==> config.mk <==
export PLATFORM = sky130hd
export DESIGN_NAME = activ_stage_scheduler
export DESIGN_NICKNAME = d
export VERILOG_FILES = /design/src/rtl/activ_stage_scheduler.sv
export SDC_FILE = /design/constraint.sdc
export NUM_CORES = 1
export LEC_CHECK = 0
export ABC_CLOCK_PERIOD_IN_PS = 3600
export CAP_MARGIN = 20
export CORE_ASPECT_RATIO = 0.7
export CORE_MARGIN = 2
export CORE_UTILIZATION = 40
export CTS_CLUSTER_SIZE = 40
export DETAILED_ROUTE_END_ITERATION = 6
export PLACE_DENSITY = 0.82
export SYNTH_ARGS = -nofsm -noshare
export SYNTH_HDL_FRONTEND = slang
export SYNTH_SLANG_ARGS = --single-unit
==> constraint.sdc <==
create_clock -name clk -period 3.6 [get_ports clk]
set_clock_uncertainty 0.2 [all_clocks]
set_input_delay 0.54 -clock clk [delete_from_list [all_inputs] [get_ports clk]]
set_output_delay 0.54 -clock clk [all_outputs]
set_load 0.02 [all_outputs]
==> src/rtl/activ_stage_scheduler.sv <==
// -----------------------------------------------------------------------------
// activ_stage_scheduler
//
// Purpose:
//   Round-robin scheduler that shares a single activation-function stage among
//   N neuron accumulators. At most one operation is issued per clock. Every
//   issued operation is tracked through the stage latency, and its completion
//   is reported back with the id of the requester that issued it.
//
// Ports:
//   clk        rising-edge clock
//   rst        asynchronous reset, active-high
//   req        per-requester request level, held with its data until granted
//   req_val    requester i value in bits [16i+15:16i]
//   req_sel    requester i function select in bits [2i+1:2i]
//   req_dest   requester i destination in bits [16i+15:16i]
//   stall      downstream write port busy; suppresses new issues
//   gnt        one-hot grant pulse, coincident with stg_we
//   stg_val    registered value to the stage
//   stg_sel    registered function select to the stage
//   stg_dest   registered destination to the stage
//   stg_we     registered issue strobe to the stage
//   done_vld   one-cycle pulse when an issued operation completes
//   done_id    requester id of the completing operation
//   busy       high while any request is pending or any operation is in flight
//   issue_cnt  total issues since reset (wraps at 16 bits)
// -----------------------------------------------------------------------------
module activ_stage_scheduler #(
   parameter int N         = 4,
   parameter int IDW       = 2,
   parameter int STAGE_LAT = 2
) (
   input  logic              clk,
   input  logic              rst,
   input  logic [N-1:0]      req,
   input  logic [16*N-1:0]   req_val,
   input  logic [2*N-1:0]    req_sel,
   input  logic [16*N-1:0]   req_dest,
   input  logic              stall,
   output logic [N-1:0]      gnt,
   output logic [15:0]       stg_val,
   output logic [1:0]        stg_sel,
   output logic [15:0]       stg_dest,
   output logic              stg_we,
   output logic              done_vld,
   output logic [IDW-1:0]    done_id,
   output logic              busy,
   output logic [15:0]       issue_cnt
);

   localparam logic [IDW:0] N_EXT = (IDW+1)'(N);

   // Modulo-N addition of two requester indices. One extra bit holds the
   // carry so the single conditional subtract is enough for any base, offset
   // below N.
   function automatic logic [IDW-1:0] addMod(input logic [IDW-1:0] base,
                                             input logic [IDW-1:0] offset);
      logic [IDW:0] sum;
      sum = {1'b0, base} + {1'b0, offset};
      if (sum >= N_EXT) begin
         sum = sum - N_EXT;
      end
      return sum[IDW-1:0];
   endfunction

   logic [IDW-1:0]       ptr;
   logic [N-1:0]         eligible;
   logic                 winFound;
   logic [IDW-1:0]       winId;
   logic [N-1:0]         winOneHot;
   logic [15:0]          winVal;
   logic [1:0]           winSel;
   logic [15:0]          winDest;
   logic                 issueEn;

   logic [IDW-1:0]       stgId_p1;
   logic [STAGE_LAT-1:0] trkVld_p2;
   logic [IDW-1:0]       trkId_p2 [STAGE_LAT];

   // The requester granted this cycle still shows req high; it is masked so
   // the same request is never issued twice.
   assign eligible = req & ~gnt;

   // Search ptr, ptr+1, ... (mod N); the first eligible index wins.
   always_comb begin
      logic [IDW-1:0] cand;
      winFound = 1'b0;
      winId    = '0;
      cand     = '0;
      for (int k = 0; k < N; k++) begin
         cand = addMod(ptr, IDW'(k));
         if (!winFound && eligible[cand]) begin
            winFound = 1'b1;
            winId    = cand;
         end
      end
   end

   always_comb begin
      winOneHot        = '0;
      winOneHot[winId] = winFound;
      winVal           = req_val[int'(winId)*16 +: 16];
      winSel           = req_sel[int'(winId)*2 +: 2];
      winDest          = req_dest[int'(winId)*16 +: 16];
   end

   assign issueEn = winFound & ~stall;

   // ---- stage p1: issue register into the activation stage ----
   always_ff @(posedge clk or posedge rst) begin
      if (rst) begin
         gnt       <= '0;
         stg_we    <= 1'b0;
         stg_val   <= '0;
         stg_sel   <= '0;
         stg_dest  <= '0;
         stgId_p1  <= '0;
         ptr       <= '0;
         issue_cnt <= '0;
      end else if (issueEn) begin
         gnt       <= winOneHot;
         stg_we    <= 1'b1;
         stg_val   <= winVal;
         stg_sel   <= winSel;
         stg_dest  <= winDest;
         stgId_p1  <= winId;
         ptr       <= addMod(winId, IDW'(1));
         issue_cnt <= issue_cnt + 16'd1;
      end else begin
         // Stage data holds its last value; only the strobes drop.
         gnt       <= '0;
         stg_we    <= 1'b0;
      end
   end

   // ---- stage p2: completion tracker, one slot per clock of stage latency ----
   // The tracker never freezes: once issued, an operation always completes.
   always_ff @(posedge clk or posedge rst) begin
      if (rst) begin
         trkVld_p2 <= '0;
         for (int k = 0; k < STAGE_LAT; k++) begin
            trkId_p2[k] <= '0;
         end
      end else begin
         trkVld_p2[0] <= stg_we;
         trkId_p2[0]  <= stg_we ? stgId_p1 : '0;
         for (int k = 1; k < STAGE_LAT; k++) begin
            trkVld_p2[k] <= trkVld_p2[k-1];
            trkId_p2[k]  <= trkId_p2[k-1];
         end
      end
   end

   assign done_vld = trkVld_p2[STAGE_LAT-1];
   assign done_id  = trkId_p2[STAGE_LAT-1];

   assign busy = (|req) | stg_we | (|trkVld_p2);

endmodule
==> flow_metrics.tcl <==
set metrics [dict create \
    outcome "completed" \
    p_per_area_nw_per_um2 667 \
    maxCapViolations 0 \
    start_kind "input port" \
    final_common_cell "clkdlybuf4s50_1" \
    via_per_inst 5.65 \
    fin_crit_sh_pct 77.1 \
    initial_core_util_pct 41.0 \
    seqPwrFrac_pct 29.3 \
    period_needed_ns 2.78 \
    switching_share_pct 40.0 \
    drc 0 \
    die_y_um 84.4 \
    async_reset_ff_share_pct 100 \
    p_total_mw 4.06 \
    cts_made_buffers 9 \
    layout-drive-gt1-share_pct 6.65 \
    die_x_um 119 \
    drtIter0Drc 351 \
    syn_area_um2 3690 \
    grt.total_usage_pct 25.9 \
    synth_fp_nets 522 \
    p_clk_share_pct 20.8 \
    num-fill-cells 746 \
    worst_setup_path_end_kind "primary output" \
    routabilityCongestion 0.864 \
    fin_nets 710 \
    ys_ff_latch 65 \
    rr_startpoint "gnt[3]$_DFF_PP0_" \
    clockBufferDepth 2 \
    intPower_mw 2.43 \
    root_buffer "clkbuf_16" \
    dpl.hpwl_um 9750 \
    synth_area_leaders "dfrtp_1 44%, mux2i_1 6.0%, and4_1 5.9%, a221oi_1 5.5%, o31a_1 5.5%" \
    hold_class "reg2reg" \
    die_area_um2 10000 \
    clock-sinks 65 \
    vias 3929 \
    power_frac_comb_pct 49.9 \
    hold_buffers 0 \
    first_pass_iters 4 \
    mostFrequentLayoutCells "201 x clkdlybuf4s50_1, 65 x dfrtp_1, 29 x nand2_1" \
    critPathLaunch "req[0]" \
    reg2reg_depth 5 \
    worstPathArrival_ns 2.04 \
    setup_violations 0 \
    power_leakage_nw 2.44 \
    postSynthCellCount 378 \
    rsz0062_at_grt "no" \
    htreeDepth 3 \
    syn_to_final_growth_pct 64.8 \
    grt_max_degree 36 \
    path_class "in2out" \
    grt_pass1_vias 3923 \
    clock.fmax_mhz 360 \
    cp_data_required_time_ns 2.86 \
    max_slew_margin_pct 50.4 \
    ys_seq_area_share_pct 44.1 \
    cp_common_cell "clkdlybuf4s50_1" \
    rr_endpoint "stg_val[3]$_DFFE_PP0P_" \
    synth_edf_count 0 \
    dpl_cell_area_um2 5780 \
    num_io_pins 202 \
    ctsResizeCount 0 \
    grt.overflow.total 0 \
    synth.largest_area_cell "dfrtp_1" \
    crit_fanout 4 \
    synth_area_per_cell_um2 9.76 \
    diodes 0 \
    avgRoutedWirePerCell_um 18.9 \
    grt_pass1_wl_um 20200 \
    maxSlewViolCount 0 \
    synth_ff_type "dfrtp_1" \
    worstPathCellList "clkdlybuf4s50_1, nor3_1, nand2_1, clkdlybuf4s50_1" \
    regArea_um2 1630 \
    synth_cell_types 42 \
    fin_setup_tns_ns 0 \
    post-cts-setup-buffers 0 \
    fin_util_pct 67.6 \
    cts_tree "done" \
    antenna_found_initial 0 \
    endpoint "busy" \
    clk_pin_slew_ns 0.06 \
    clk_latency_ns 0.32 \
    cp_slowest_cell "clkdlybuf4s50_1" \
    r2r_setup_slack_ns 1.16 \
    irDropWorstVdd_uv 309 \
    synth_top_area_share_pct 44.1 \
    multi_input_area_um2 1890 \
    power_switching_mw 1.62 \
    stdcell_area_um2 6080 \
    hold_viol 0 \
    wirelength_um 13100 \
    worst_pin_slew_ns 0.743 \
    rows 29 \
    synth_warnings 0 \
    core_um2 9000 \
    max_stage_delay_ns 0.55 \
    place.port_buffers 201 \
    ant_nets 0 \
]
==> how the worst min path moves through the flow <==
| stage | startpoint | endpoint | slack (ns) | cells past startpoint |
|---|---|---|---|---|
| after floorplan | trkId_p2[2]$_DFF_PP0_ | done_id[0]$_DFF_PP0_ | 0.13 | 0 |
| after detailed placement | trkId_p2[3]$_DFF_PP0_ | done_id[1]$_DFF_PP0_ | 0.13 | 0 |
| final | trkId_p2[3]$_DFF_PP0_ | done_id[1]$_DFF_PP0_ | 0.15 | 0 |
| after CTS | trkId_p2[3]$_DFF_PP0_ | done_id[1]$_DFF_PP0_ | 0.15 | 0 |
| after global routing | trkId_p2[3]$_DFF_PP0_ | done_id[1]$_DFF_PP0_ | 0.15 | 0 |
| after global placement | trkId_p2[3]$_DFF_PP0_ | done_id[1]$_DFF_PP0_ | 0.13 | 0 |
==> cell type report <==
class | instances | share of cell area (%)
Multi-Input combinational cell | 272 | 31.0
Clock buffer | 11 | 4.16
Timing Repair Buffer | 213 | 34.6
Tap cell | 124 | 2.55
Clock inverter | 5 | 0.617
Inverter | 5 | 0.309
Sequential cell | 65 | 26.7
==> metal layers <==
layer  share of wire [%]  routed length [um]  track usage [%]
met5                   0                   0                0
met4                 1.9                 249             8.33
met3                 8.0                1050             7.00
met2                  48                6330             43.5
met1                  42                5470             32.6
==> logic make-up after synthesis <==
kind of cell / Yosys count / synth area share, %
simple gates: 115 / 17.5
mux: 22 / 5.97
buf+inv: 41 / 5.46
xor+xnor: 16 / 3.80
fa+ha+maj: 1 / 0.339
flops: 65 / 44.1
compound gates: 118 / 22.9
==> power groups by stage <==
stage	sequential, mW	combinational [mW]	clock (mW)
finish	1.19	2.02	0.842
global route	1.22	2.17	0.887
floorplan	1.42	0.902	0
global placement	1.18	1.95	0
detailed placement	1.19	2.00	0
CTS	1.19	2.01	0.847
==> metrics by stage <==
stage	worst slack, ns	hold WS, ns	std cells
after global routing	0.727	0.148	695
after floorplan	1.23	0.131	378
after global placement	0.563	0.134	678
final	0.825	0.147	695
after CTS	0.809	0.147	694
after detailed placement	0.548	0.135	678
==> synthesized netlist by cell type (2+ instances only) <==
master,number
xnor2_1,13
buf_4,2
nor2_1,28
nand4_1,5
nand2b_1,6
nor3_2,2
o31a_1,23
clkbuf_1,21
o21ai_0,25
and4_1,25
nor3_1,5
o221ai_1,11
o21a_1,2
a21oi_1,26
nand3_1,4
nor4_1,2
xor2_1,3
nand2_1,29
buf_2,8
mux2i_1,22
buf_6,4
inv_1,4
and2_1,3
a221oi_1,23
dfrtp_1,65
==> sequential cells by signal, indices dropped and copies added (netlist names) <==
name	flops
done_id	2
gnt	4
issue_cnt	16
ptr	2
stgId_p1	2
stg_dest	16
stg_sel	2
stg_val	16
stg_we	1
trkId_p2	2
trkVld_p2	2
==> worst max-delay path: cells and delay by family <==
family / cells / cell delay, ns
buffers and inverters: 2 / 1.02
and+or+nand+nor: 2 / 0.48
Note: power is estimated with default switching activity, not from simulation.
